<file path="config.mk">
export PLATFORM = sky130hd
export DESIGN_NAME = seq_detect_param
export DESIGN_NICKNAME = d
export VERILOG_FILES = /design/src/rtl/seq_detect_pkg.sv /design/src/rtl/seq_history_sr.sv /design/src/rtl/seq_detect_param.sv
export SDC_FILE = /design/constraint.sdc
export NUM_CORES = 1
export LEC_CHECK = 0
export BUFFER_PORTS_ARGS = -buffer_cell sky130_fd_sc_hd__buf_2
export CAP_MARGIN = 20
export CELL_PAD_IN_SITES_DETAIL_PLACEMENT = 1
export CELL_PAD_IN_SITES_GLOBAL_PLACEMENT = 2
export CORE_MARGIN = 1.5
export CORE_UTILIZATION = 29
export CTS_CLUSTER_DIAMETER = 100
export DETAILED_ROUTE_END_ITERATION = 7
export GPL_TIMING_DRIVEN = 0
export PLACE_DENSITY_LB_ADDON = 0.1
export SYNTH_ARGS = -nofsm -noshare
export SYNTH_HDL_FRONTEND = slang
export SYNTH_SLANG_ARGS = --single-unit
</file>
<file path="constraint.sdc">
create_clock -name clk -period 1.7 [get_ports clk]
set_input_delay 0.085 -clock clk [delete_from_list [all_inputs] [get_ports clk]]
set_output_delay 0.085 -clock clk [all_outputs]
set_load 0.005 [all_outputs]
</file>
<file path="src/rtl/seq_detect_pkg.sv">
// Shared defaults and mode encoding for the parametrised serial pattern detector.
package seq_detect_pkg;

  localparam int         SEQ_PAT_W_DEF   = 4;
  localparam logic [3:0] SEQ_DEFAULT_PAT = 4'b1101;
  localparam int         SEQ_CNT_W_DEF   = 8;

  typedef enum logic {
    SEQ_NON_OVERLAP = 1'b0,
    SEQ_OVERLAP     = 1'b1
  } seq_mode_t;

endpackage

</file>
<file path="src/rtl/seq_history_sr.sv">
// Serial-in history window with saturating fill counter for seq_detect_param.
// Outputs describe the window as it stands once the current bit_in is shifted in.
module seq_history_sr #(
  parameter int PAT_W = 4
) (
  input  logic             clk,
  input  logic             n_rst,
  input  logic             shift,
  input  logic             clear,
  input  logic             bit_in,
  output logic [PAT_W-1:0] hist,
  output logic             full
);

  localparam int             FW       = $clog2(PAT_W + 1);
  localparam logic [FW-1:0]  FILL_MAX = FW'(PAT_W);

  // The oldest bit falls out on every shift, so only PAT_W-1 bits need storing.
  logic [PAT_W-2:0] hist_q;
  logic [FW-1:0]    fill;
  logic [FW-1:0]    fill_next;

  // Shifted window and saturating next fill value.
  always_comb begin
    hist = {hist_q, bit_in};
    if (fill == FILL_MAX) begin
      fill_next = FILL_MAX;
    end else begin
      fill_next = fill + FW'(1);
    end
    full = (fill_next == FILL_MAX);
  end

  // History and fill registers; clear wins over shift.
  always_ff @(posedge clk) begin
    if (!n_rst) begin
      hist_q <= {(PAT_W-1){1'b0}};
      fill   <= {FW{1'b0}};
    end else if (clear) begin
      hist_q <= {(PAT_W-1){1'b0}};
      fill   <= {FW{1'b0}};
    end else if (shift) begin
      hist_q <= hist[PAT_W-2:0];
      fill   <= fill_next;
    end else begin
      hist_q <= hist_q;
      fill   <= fill;
    end
  end

endmodule

</file>
<file path="src/rtl/seq_detect_param.sv">
// Parametrised Moore serial pattern detector with loadable pattern and overlap control.
// Optional saturating match counter is built when SEQ_DETECT_COUNT_EN is defined.
module seq_detect_param
  import seq_detect_pkg::*;
#(
  parameter int               PAT_W       = SEQ_PAT_W_DEF,
  parameter logic [PAT_W-1:0] DEFAULT_PAT = PAT_W'(SEQ_DEFAULT_PAT),
  parameter int               CNT_W       = SEQ_CNT_W_DEF
) (
  input  logic             clk,
  input  logic             n_rst,
  input  logic             bit_valid,
  input  logic             bit_in,
  input  logic             load,
  input  logic [PAT_W-1:0] pattern_in,
  input  logic             overlap_en,
  output logic             match,
  output logic [CNT_W-1:0] match_count
);

  logic [PAT_W-1:0] pat;
  logic [PAT_W-1:0] window;
  logic             window_full;
  logic             accept;
  logic             detect;
  logic             sr_clear;
  seq_mode_t        mode;

  // Accept/detect decode; a non-overlap hit restarts the window from scratch.
  always_comb begin
    mode     = seq_mode_t'(overlap_en);
    accept   = bit_valid & ~load;
    detect   = accept & window_full & (window == pat);
    sr_clear = load | (detect & (mode == SEQ_NON_OVERLAP));
  end

  seq_history_sr #(
    .PAT_W (PAT_W)
  ) u_hist (
    .clk    (clk),
    .n_rst  (n_rst),
    .shift  (accept),
    .clear  (sr_clear),
    .bit_in (bit_in),
    .hist   (window),
    .full   (window_full)
  );

  // Pattern and match registers; match holds between accepted bits.
  always_ff @(posedge clk) begin
    if (!n_rst) begin
      pat   <= DEFAULT_PAT;
      match <= 1'b0;
    end else if (load) begin
      pat   <= pattern_in;
      match <= 1'b0;
    end else if (accept) begin
      pat   <= pat;
      match <= detect;
    end else begin
      pat   <= pat;
      match <= match;
    end
  end

`ifdef SEQ_DETECT_COUNT_EN
  // Saturating detection counter, cleared by reset and load.
  always_ff @(posedge clk) begin
    if (!n_rst) begin
      match_count <= {CNT_W{1'b0}};
    end else if (load) begin
      match_count <= {CNT_W{1'b0}};
    end else if (detect && (match_count != {CNT_W{1'b1}})) begin
      match_count <= match_count + CNT_W'(1);
    end else begin
      match_count <= match_count;
    end
  end
`else
  assign match_count = {CNT_W{1'b0}};
`endif

endmodule
</file>
# Word-level counts from Yosys, hierarchy flattened
# Cells that the tools add are included.
# Widths: inputs -> output; s select.
[word_totals]
wordCells = 19
out_inout_bits = 9
register_bits = 11
[classes]
reduce_logical = 2
eq_ne = 3
muxes = 1
bitwise_logic = 8
n_addsub = 1
[op_table]
columns = ["cell", "count"]
rows = [
  ["$eq 3x3->1 const B", 2],
  ["$and 1x1->1", 4],
  ["$eq 4x4->1", 1],
  ["$reduce_or 2->1", 2],
  ["$add 3x1->3 const B", 1],
  ["$mux 3", 1],
  ["$not 1->1", 3],
  ["$or 1x1->1", 1],
]

# Longest topological paths before layout
# Gate-level depths: netlist of run 1.
[logic_depth]
depth_word = 8
depth_mapped = 6
ltp_nobuf = 6

# Modules after synthesis
# A second synthesis of run 1 with hierarchy kept.
[hier_totals]
cells_unflattened = 67
hier_area_um2 = 636.9
[modules_own_cells]
columns = ["mod", "seq_area_each_um2", "instances", "cells_each", "area_per_inst_um2"]
rows = [
  ["seq_detect_param", 100.1, 1, 36, 337.8],
  ["seq_history_sr", 120.1, 1, 31, 299.0],
]

# Worst setup path before layout of run 1
# Ideal clock, no wire load.
[synth_path]
kind = "register to register"
start = "register u_hist.fill[0]"
end = "register u_hist.fill[2]"
setup_time_ns = 0.126
stages_incl_launch_ff = 7
path_slack_ns = 0.285
t_arrival_ns = 1.289
n_path_buf = 0
cell_sequence = "dfxtp_1 > inv_1 > ha_1 > a21boi_0 > nor4_2 > and4b_4 > nor3_1"
[synth_between]
elab_chain_cells = 8
[synth_rtl]
columns = ["element", "line", "rtl"]
rows = [
  ["start: declaration", "seq_history_sr.sv:20", "logic [FW-1:0] fill;"],
  ["start signal: assignment", "seq_history_sr.sv:38", "fill <= {FW{1'b0}};"],
  ["start signal: assignment", "seq_history_sr.sv:41", "fill <= {FW{1'b0}};"],
  ["start signal: assignment", "seq_history_sr.sv:44", "fill <= fill_next;"],
  ["$add 3x1->3 or $eq 3x3->1 (tied branches)", "seq_history_sr.sv:29, seq_history_sr.sv:26", ""],
  ["$mux 3 (*)", "seq_history_sr.sv:26", "if (fill == FILL_MAX) begin"],
  ["$eq 3x3->1", "seq_history_sr.sv:31", "full = (fill_next == FILL_MAX);"],
  ["$and 1x1->1 (2 in a row)", "seq_detect_param.sv:33", "detect = accept & window_full & (window == pat);"],
  ["$and 1x1->1", "seq_detect_param.sv:34", "sr_clear = load | (detect & (mode == SEQ_NON_OVERLAP));"],
  ["$or 1x1->1", "seq_detect_param.sv:34", ""],
  ["$reduce_or 2->1 (no line)", "n/a", ""],
]
# Mark *: on every way between the ends. The rest lies on a longest branch, timed or not.
# A chain may end at the register's enable or synchronous reset.

# Final worst setup path of run 1
[layout_path]
start = "register u_hist.fill[0]"
end = "register u_hist.hist_q[1]"
[layout_between]
elab_chain_cells = 8
[layout_rtl]
columns = ["element", "line", "rtl"]
rows = [
  ["$add 3x1->3 or $eq 3x3->1 (tied branches)", "seq_history_sr.sv:29, seq_history_sr.sv:26", ""],
  ["$mux 3 (*)", "seq_history_sr.sv:26", ""],
  ["$eq 3x3->1 (*)", "seq_history_sr.sv:31", ""],
  ["$and 1x1->1 (*) (2 in a row)", "seq_detect_param.sv:33", ""],
  ["$and 1x1->1 (*)", "seq_detect_param.sv:34", ""],
  ["$or 1x1->1 (*)", "seq_detect_param.sv:34", ""],
  ["$reduce_or 2->1 (no line) (*)", "n/a", ""],
  ["end signal: assignment", "seq_history_sr.sv:40", "hist_q <= {(PAT_W-1){1'b0}};"],
  ["end signal: assignment", "seq_history_sr.sv:43", "hist_q <= hist[PAT_W-2:0];"],
  ["end signal: assignment", "seq_history_sr.sv:46", "hist_q <= hist_q;"],
  ["end: declaration", "seq_history_sr.sv:19", "logic [PAT_W-2:0] hist_q;"],
]
# Marks and branches as above.

==> flow_metrics.env, run 1 <==
export IMPL_power_w=0.000525
export IMPL_synth_area_leaders="dfxtp_1, mux2i_1, buf_4"
export IMPL_regToRegSetupSlack_ns=0.12
export IMPL_hpwlAfterDp_um=957
export IMPL_antenna_found_initial=0
export IMPL_fmax_ghz=0.633
export IMPL_first_pass_iters=2
export IMPL_drive_gt1_frac=0.345
export IMPL_vias=463
export IMPL_grt_pass1_wl_mm=2.09
export IMPL_drtIter0Drc=6
export IMPL_nets=97
export IMPL_startpoint_type="flop"
export IMPL_postPlaceCellArea_um2=743
export IMPL_cts_tree="built"
export IMPL_area_growth_syn_to_layout_pct=20.6
export IMPL_yosys_area_top_type_share=0.345
export IMPL_overflow=0
export IMPL_wl_per_cell_um=10.4
export IMPL_grt_pass1_vias=502
export IMPL_place_congestion=0.704
export IMPL_holdPathStages=2
export IMPL_pin_count=19
export IMPL_crit_cells=6
export IMPL_ir_drop_v=0.000446
export IMPL_grt_start_max_net_pins=8
export IMPL_path_clk_slew_ns=0.07
export IMPL_yosysWarnings=0
export IMPL_synth_cell_type_count=27
export IMPL_cap_violations=0
export IMPL_diodes=0
export IMPL_syn_area_um2=638
export IMPL_pwr_density_cell_mw_per_mm2=682
export IMPL_drc=0
export IMPL_rsz0062_at_grt="no"
export IMPL_core_area_mm2=0.00202
export IMPL_die_w_um=49.9
export IMPL_cp_num_buf_inv=1
export IMPL_synth_largest_area_cell="dfxtp_1"
export IMPL_hp_class="in -> reg"
export IMPL_post_route_util=0.381
export IMPL_stdcell_area_um2=769
export IMPL_fin_crit_sh=0.929
export IMPL_routed_wl_mm=1.15
export IMPL_dp_cells=107
export IMPL_syn_avg_cell_area_um2=9.97
export IMPL_htree_levels=1
export IMPL_critPathArrivalTime_ns=1.72
export IMPL_r2r_cells=6
export IMPL_fin_cells=111
export IMPL_hold_viol=0
export IMPL_viasPerCell=4.17
export IMPL_slew_viol_final=0
export IMPL_cts_buffer_depth=2
export IMPL_finalSetupViolations=0
export IMPL_placementRows=16
export IMPL_hold_buffers=0
export IMPL_die_area_mm2=0.00249
export IMPL_fin_skew_ns=0.00288
export IMPL_crit_type="reg -> reg"
export IMPL_cp_cell_sequence="inv_1 -> ha_1 -> a21boi_1 -> nor4_2 -> and4b_4 -> nor3_1"
export IMPL_critPathTopFamily="simple AND/OR/NAND/NOR gates"
export IMPL_critPathSlowestCell="dfxtp_1"
export IMPL_status="completed"
export IMPL_cp_max_fo=4
export IMPL_ant_nets=0
export IMPL_die_h_um=49.9
export IMPL_clock_latency_ns=0.26
export IMPL_synthCells=64
export IMPL_cts_num_sinks=11
export IMPL_start_util=0.316
export IMPL_fin_crit_ns=1.58
export IMPL_cpPeakStageDelay_ns=0.36
export IMPL_required_ns=1.84
export IMPL_cts_made_buffers=3
export IMPL_end_kind="flop"
export IMPL_ys_ff_latch=11
export IMPL_ys_seq_area_frac=0.345
export IMPL_fin_tns_setup_ns=0
export IMPL_cts_root_buffer="clkbuf_4"
export IMPL_power_leakage_nw=0.373
export IMPL_port_buffers=9
export IMPL_gr_usage_all_layers=0.112
==> cell usage after synthesis <==
master / instances
nor2b_1: 1
clkbuf_1: 1
xnor2_1: 1
nand2b_1: 1
nor4_2: 1
inv_1: 2
xor2_1: 3
and3b_1: 1
nor3_1: 4
and2_2: 1
nand2b_4: 1
buf_6: 2
or2b_2: 1
a21oi_1: 1
conb_1: 1
nor2_1: 4
a32oi_1: 1
nor3_4: 1
mux2i_1: 8
nand2_1: 3
and4b_4: 1
dfxtp_1: 11
a21boi_0: 1
o21a_1: 1
ha_1: 2
mux2_2: 1
buf_4: 8
==> worst paths after layout <==
path,from,endpoint
setup / recovery,u_hist.fill[0],u_hist.hist_q[1]
hold / removal,n_rst,pat[3]
setup reg to reg,u_hist.fill[0],u_hist.hist_q[1]
hold reg to reg,match,match
==> report_power, final <==
| group | leakage, nW | switching [W] | internal [W] |
|---|---|---|---|
| logic | 0.268 | 0.0000343 | 0.0000441 |
| registers | 0.0897 | 0.00000574 | 0.000265 |
| clock network | 0.0150 | 0.0000847 | 0.0000906 |
==> cells by family after synthesis <==
logic type	synth area share
and+or+nand+nor	0.220
buffers and inverters	0.147
DFF	0.345
muxes	0.143
AOI/OAI and AO/OA	0.0451
xor gates and xnor gates	0.0549
adders and majority gates	0.0392
other	0.00588
==> cell type report <==
class                           instances  area [um^2]
Buffer                                 11         86.3
Clock buffer                            4         26.3
Fill cell                             258         1250
Inverter                                2         7.51
Multi-Input combinational cell         47          350
Sequential cell                        11          220
Tap cell                               27         33.8
Timing Repair Buffer                    9         45.0
==> per-stage QoR <==
step	hold WS, ns	worst slack (ns)
5_1_grt	0.0234	0.0247
4_1_cts	0.0171	0.0678
6_report	0.0262	0.121
3_5_place_dp	0.297	0.0833
2_1_floorplan	0.147	0.285
3_3_place_gp	0.298	0.103
==> layer usage <==
layer  vias up  routed length (um)  part of all wire  global-route usage
met3         2                  48             0.042              0.0182
met4         0                  15             0.013              0.0694
met2        11                 549              0.48               0.184
met1       211                 536              0.47               0.134
met5         -                   0                 0                   0
li1        239                   -                 -                   -
==> layout by cell type (no fill, tap or decap), types with 2 or more instances in the layout <==
master,count
ha_1,2
nand2_1,3
inv_1,2
conb_1,8
xor2_1,3
nor3_1,4
buf_2,9
dfxtp_1,11
buf_4,8
mux2i_1,8
clkbuf_4,3
clkbuf_1,2
buf_6,2
nor2_1,4
==> registers in the layout (all words and copies together), names as in the netlist <==
signal	count
u_hist.hist_q	3
pat	4
match	1
u_hist.fill	3
==> repair_timing <==
item                       4_1_cts  5_1_grt
setup endpoints to repair        0        4
setup buffers                    0        0
resized for setup                0        1
Note: power is estimated with default switching activity, not from simulation.
==> run 2, diff against run 1 <==
--- a/config.mk
+++ b/config.mk
@@ -10,7 +10,8 @@
 export CELL_PAD_IN_SITES_DETAIL_PLACEMENT = 1
 export CELL_PAD_IN_SITES_GLOBAL_PLACEMENT = 2
 export CORE_MARGIN = 1.5
-export CORE_UTILIZATION = 29
+export CORE_UTILIZATION = 31
+export CTS_BUF_LIST = sky130_fd_sc_hd__clkbuf_8
 export CTS_CLUSTER_DIAMETER = 100
 export DETAILED_ROUTE_END_ITERATION = 7
 export GPL_TIMING_DRIVEN = 0
==> constraint.sdc (replaced) <==
create_clock -name clk -period 1.7 [get_ports clk]
set_input_delay 0.34 -clock clk [delete_from_list [all_inputs] [get_ports clk]]
set_output_delay 0.34 -clock clk [all_outputs]
set_load 0.005 [all_outputs]
==> run 2 against run 1 <==
  * Power up 15%
  * Worst hold slack improved by 0.28 ns
  * Non-clock buffer count did not move
  * Clock skew down 0.0012 ns
  * Sequential share of layout area is 0.68 points lower
  * Count of clock-buffer cells in the layout down 1
  * Critical path depth stayed put
  * Combinational power shrank 1%
  * First-iteration DRC count down 17%
  * Critical path type unchanged
  * Largest power group unchanged
  * Highest routed layer is now met3
==> flow_metrics.env, run 2 (synthesis gave the netlist of run 1 again) <==
export IMPL_status="completed"
export IMPL_fin_skew_ns=0.00171
export IMPL_dp_cells=107
export IMPL_grt_pass1_wl_mm=1.90
export IMPL_antenna_found_initial=0
export IMPL_ctsResizeCount=0
export IMPL_pin_count=19
export IMPL_nets=97
export IMPL_multi_input_area_um2=350
export IMPL_rsz0062_at_grt="no"
export IMPL_fin_ws_ns=0.139
export IMPL_hpwlAfterDp_um=910
export IMPL_overflow=0
export IMPL_cts_num_sinks=11
export IMPL_die_area_mm2=0.00234
export IMPL_fin_tns_setup_ns=0
export IMPL_gr_usage_all_layers=0.105
export IMPL_place_ws_ns=0.124
export IMPL_first_pass_iters=3
export IMPL_start_util=0.329
export IMPL_core_area_mm2=0.00194
export IMPL_largest_register_ffs=4
export IMPL_cap_violations=0
export IMPL_regToRegSetupSlack_ns=0.14
export IMPL_wl_per_cell_um=9.74
export IMPL_startpoint_type="flop"
export IMPL_htree_levels=1
export IMPL_hp_class="in -> reg"
export IMPL_pwr_density_cell_mw_per_mm2=767
export IMPL_ant_nets=0
export IMPL_die_h_um=48.4
export IMPL_cts_root_buffer="clkbuf_8"
export IMPL_regArea_um2=220
export IMPL_path_clk_slew_ns=0.05
export IMPL_wl_met1_um=482
export IMPL_power_w=0.000605
export IMPL_wl_met2_um=546
export IMPL_cp_max_fo=4
export IMPL_crit_type="reg -> reg"
export IMPL_routed_wl_mm=1.08
export IMPL_viasPerCell=3.95
export IMPL_ir_drop_v=0.000366
export IMPL_cts_setup_buffers=0
export IMPL_die_w_um=48.4
export IMPL_power_leakage_nw=0.384
export IMPL_place_congestion=0.643
export IMPL_placementRows=16
export IMPL_post_route_util=0.406
export IMPL_mostFrequentLayoutCells="dfxtp_1, buf_2, mux2i_1, buf_4, conb_1"
export IMPL_grt_pass1_vias=458
export IMPL_clock_latency_ns=0.24
export IMPL_top_register="pat"
export IMPL_drtIter0Drc=5
export IMPL_fin_cells=111
export IMPL_fin_crit_ns=1.56
export IMPL_hold_viol=0
export IMPL_cts_made_buffers=3
export IMPL_required_ns=1.81
export IMPL_area_growth_syn_to_layout_pct=23.5
export IMPL_critPathArrivalTime_ns=1.67
export IMPL_drc=0
export IMPL_layout_commonest_cell="dfxtp_1"
export IMPL_top_regs="pat: 4 flops, u_hist.fill: 3 flops, u_hist.hist_q: 3 flops"
export IMPL_top_layer="met3"
export IMPL_fillers=243
export IMPL_vias=439
export IMPL_diodes=0
export IMPL_port_buffers=9
export IMPL_slew_viol_final=0
export IMPL_cts_tree="built"
export IMPL_fmax_ghz=0.640
export IMPL_drive_gt1_frac=0.345
export IMPL_finalSetupViolations=0
export IMPL_hold_buffers=0
export IMPL_fin_crit_sh=0.918
export IMPL_cts_buffer_depth=2
export IMPL_grt_start_max_net_pins=8
export IMPL_end_kind="flop"
export IMPL_wl_met3_um=53
## run 2: cell types whose count changed in the layout (fill, tap and decap cells not counted), sizes merged
cell,before,now
clkbuf,5,4
inv,2,3
## run 2: critical path, cell delays in order (launching register included)
cell and delay (ns):
dfxtp_1 0.35, inv_1 0.07, ha_1 0.28, a21boi_0 0.16, nor4_2 0.22, and4b_4 0.31, nor3_1 0.06
## run 2: power breakdown
group          internal [W]  switching, W   total, W  leakage [nW]
Sequential         0.000266    0.00000597   0.000272        0.0897
Combinational     0.0000438     0.0000334  0.0000773         0.267
Clock              0.000158     0.0000969   0.000255        0.0269
## run 2: final timing paths
path | cells after the start | to | startpoint
min reg2reg | 2 | match | match
max | 6 | u_hist.hist_q[1] | u_hist.fill[0]
min | 2 | pat[0] | n_rst
max reg2reg | 6 | u_hist.hist_q[1] | u_hist.fill[0]
## run 2: area by class of cell
class                   count  area share
plain buffers              11       0.110
clock buffers               3      0.0524
clock inverters             1     0.00476
inverters                   2     0.00952
multi-input cells          47       0.444
flip-flops and latches     11       0.279
well taps                  27      0.0429
repair buffers              9      0.0571
## run 2: metrics by stage
step | hold slack, ns | area [um^2]
final | 0.310 | 788
after global routing | 0.331 | 788
after CTS | 0.311 | 788
after detailed placement | 0.473 | 743
after global placement | 0.471 | 743
after floorplan | 0.402 | 664
## run 2: per-layer routing
metal  GRT usage  vias to the layer above
li1            -                      238
met2       0.178                       10
met1       0.127                      191
met5           0                        -
met4      0.0286                        0
met3      0.0370                        0
==> run 3, diff against run 2 <==
--- a/config.mk
+++ b/config.mk
@@ -10,7 +10,7 @@
 export CELL_PAD_IN_SITES_DETAIL_PLACEMENT = 1
 export CELL_PAD_IN_SITES_GLOBAL_PLACEMENT = 2
 export CORE_MARGIN = 1.5
-export CORE_UTILIZATION = 31
+export CORE_UTILIZATION = 30
 export CTS_BUF_LIST = sky130_fd_sc_hd__clkbuf_8
 export CTS_CLUSTER_DIAMETER = 100
 export DETAILED_ROUTE_END_ITERATION = 7
@@ -18,4 +18,5 @@
 export PLACE_DENSITY_LB_ADDON = 0.1
 export SYNTH_ARGS = -nofsm -noshare
 export SYNTH_HDL_FRONTEND = slang
+export SYNTH_HIERARCHICAL = 1
 export SYNTH_SLANG_ARGS = --single-unit
==> run 3 against run 2 <==
  * Maximum frequency rose by 1.5%
  * Setup slack improved by 0.024 ns
  * Register-to-register slack better by 0.02 ns
  * Sequential cell count is the same
  * First-iteration DRC count shrank 60%
  * Routed wire length fell by 0.19%
  * Power down 0.31%
  * Count of clock-buffer cells in the layout is the same
  * Area after synthesis decreased by 0.20%
  * Clock skew barely moved
==> flow_metrics.env, run 3 <==
export IMPL_status="completed"
export IMPL_hold_viol=0
export IMPL_wl_met2_um=514
export IMPL_ant_nets=0
export IMPL_die_area_mm2=0.00241
export IMPL_nets=101
export IMPL_layout_commonest_cell="buf_4"
export IMPL_synth_edf_count=0
export IMPL_critPathArrivalTime_ns=1.66
export IMPL_first_pass_iters=2
export IMPL_start_util=0.321
export IMPL_die_h_um=49.1
export IMPL_diodes=0
export IMPL_startpoint="u_hist/fill[0]"
export IMPL_die_w_um=49.1
export IMPL_htree_levels=1
export IMPL_ys_flop_type="dfxtp_1"
export IMPL_top_regs="pat: 4 flops, u_hist/fill: 3 flops, u_hist/hist_q: 3 flops"
export IMPL_rsz0062_at_grt="no"
export IMPL_ys_seq_area_frac=0.346
export IMPL_finalSetupViolations=0
export IMPL_yosysWarnings=6
export IMPL_clock_latency_ns=0.23
export IMPL_holdPathStages=3
export IMPL_area_growth_syn_to_layout_pct=28.3
export IMPL_drive_gt1_frac=0.375
export IMPL_r2r_end="u_hist/fill[1]"
export IMPL_top_layer="met3"
export IMPL_pwr_density_cell_mw_per_mm2=738
export IMPL_gr_usage_all_layers=0.101
export IMPL_vias=470
export IMPL_cts_buffer_depth=2
export IMPL_wl_met3_um=78
export IMPL_grt_start_max_net_pins=9
export IMPL_fin_crit_sh=0.905
export IMPL_r2r_start="u_hist/fill[0]"
export IMPL_cts_root_buffer="clkbuf_8"
export IMPL_hold_buffers=0
export IMPL_wl_per_cell_um=9.38
export IMPL_hp_class="in -> reg"
export IMPL_drc=0
export IMPL_fin_skew_ns=0.00173
export IMPL_syn_area_um2=637
export IMPL_viasPerCell=4.09
export IMPL_cts_made_buffers=3
export IMPL_largest_register_ffs=4
export IMPL_holdWs_ns=0.321
export IMPL_cts_num_sinks=11
export IMPL_cp_max_fo=6
export IMPL_overflow=0
export IMPL_slew_viol_final=0
export IMPL_port_buffers=9
export IMPL_placementRows=16
export IMPL_grt_pass1_vias=444
export IMPL_place_ws_ns=-0.0455
export IMPL_place_congestion=0.680
export IMPL_synthCells=67
export IMPL_fin_ws_ns=0.162
export IMPL_synth_cell_type_count=24
export IMPL_syn_avg_cell_area_um2=9.51
export IMPL_crit_type="reg -> reg"
export IMPL_ys_ff_latch=11
export IMPL_mostFrequentLayoutCells="buf_4, buf_2, dfxtp_1, mux2i_1, conb_1"
export IMPL_fmax_ghz=0.650
export IMPL_cap_violations=0
export IMPL_power_leakage_nw=0.370
export IMPL_routed_wl_mm=1.08
export IMPL_r2r_cells=7
export IMPL_wl_met1_um=485
export IMPL_ys_async_sr_fraction=0
export IMPL_core_area_mm2=0.00198
export IMPL_end_kind="flop"
export IMPL_yosys_area_top_type_share=0.346
export IMPL_yosysMostFrequentCell="dfxtp_1"
export IMPL_required_ns=1.82
export IMPL_regToRegSetupSlack_ns=0.16
export IMPL_synth_largest_area_cell="dfxtp_1"
export IMPL_holdPathEnd="pat[0]"
export IMPL_drtIter0Drc=2
export IMPL_hpwlAfterDp_um=876
export IMPL_antenna_found_initial=0
export IMPL_grt_pass1_wl_mm=1.83
export IMPL_path_clk_slew_ns=0.05
export IMPL_top_register="pat"
export IMPL_fin_crit_ns=1.54
export IMPL_hp_start="pattern_in[0]"
export IMPL_pin_count=19
export IMPL_ir_drop_v=0.000521
export IMPL_cts_tree="built"
export IMPL_startpoint_type="flop"
export IMPL_synth_area_leaders="dfxtp_1, mux2i_1, buf_4"
export IMPL_ys_top_cells_by_count="dfxtp_1, buf_4, mux2i_1, nand2_1"
==> run 3: cell types whose count changed after synthesis, sizes merged, moves of 2 or more <==
cell and change:
nand2 +2, xor2 -2, nor2b +2, a21oi +2, xnor2 +3, nand3 +3, nor3 -4
==> run 3: worst max-delay path by stage <==
stage               slack (ns)  cells after the start        endpoint
floorplan                 0.17                      8  u_hist/fill[2]
global placement         -0.05                      8  u_hist/fill[1]
detailed placement       -0.05                      8  u_hist/fill[1]
CTS                       0.02                      8  u_hist/fill[1]
global route              0.02                      8  u_hist/fill[0]
finish                    0.16                      7  u_hist/fill[1]
==> run 3: cell families after synthesis <==
group	after synthesis	synth area share
and+or+nand+nor	21	0.198
buffers and inverters	14	0.159
other	1	0.00589
xor gates and xnor gates	5	0.0688
DFF	11	0.346
adders and majority gates	2	0.0393
AOI/OAI and AO/OA	5	0.0570
muxes	8	0.126
==> run 3: routing by layer <==
metal	track usage	up-vias
met5	0	-
met4	0.0286	0
met3	0.0552	0
met2	0.160	15
met1	0.116	207
li1	-	248
==> run 3: layout make-up <==
class,instances,area (um^2)
Clock buffer,3,41.3
Multi-Input combinational cell,49,362
Buffer,11,90.1
Tap cell,27,33.8
Timing Repair Buffer,10,52.6
Fill cell,246,1160
Sequential cell,11,223
Inverter,3,11.3
Clock inverter,1,3.75
==> run 3: what timing repair did <==
action,in CTS,in global routing
endpoints found under the setup margin,6,6
pin swaps,0,2
resized for setup,1,5
setup buffers,0,1
==> run 3: report_power, final <==
group / total, W / leakage [nW] / internal [W] / switching, W
clock: 0.000252 / 0.0269 / 0.000158 / 0.0000940
combinational: 0.0000791 / 0.253 / 0.0000454 / 0.0000337
sequential: 0.000272 / 0.0906 / 0.000266 / 0.00000579
==> run 3: critical path, stage by stage, from the launching register on <==
cell	delay, ns
dfxtp_2	0.36
inv_1	0.07
ha_1	0.32
a21oi_2	0.16
nand3_2	0.08
o31ai_2	0.18
nand2b_4	0.20
nor2_1	0.06
==> run 3: through the flow <==
step / util / cell area [um^2] / total power (W) / std cells / TNS, ns
after global placement: 0.374 / 742 / 0.000353 / 110 / -0.264
after floorplan: - / 663 / 0.000335 / 74 / 0
after CTS: 0.398 / 790 / 0.000615 / 114 / 0
after global routing: 0.412 / 817 / 0.000638 / 115 / 0
final: 0.412 / 817 / 0.000603 / 115 / 0
after detailed placement: 0.374 / 742 / 0.000353 / 110 / -0.249
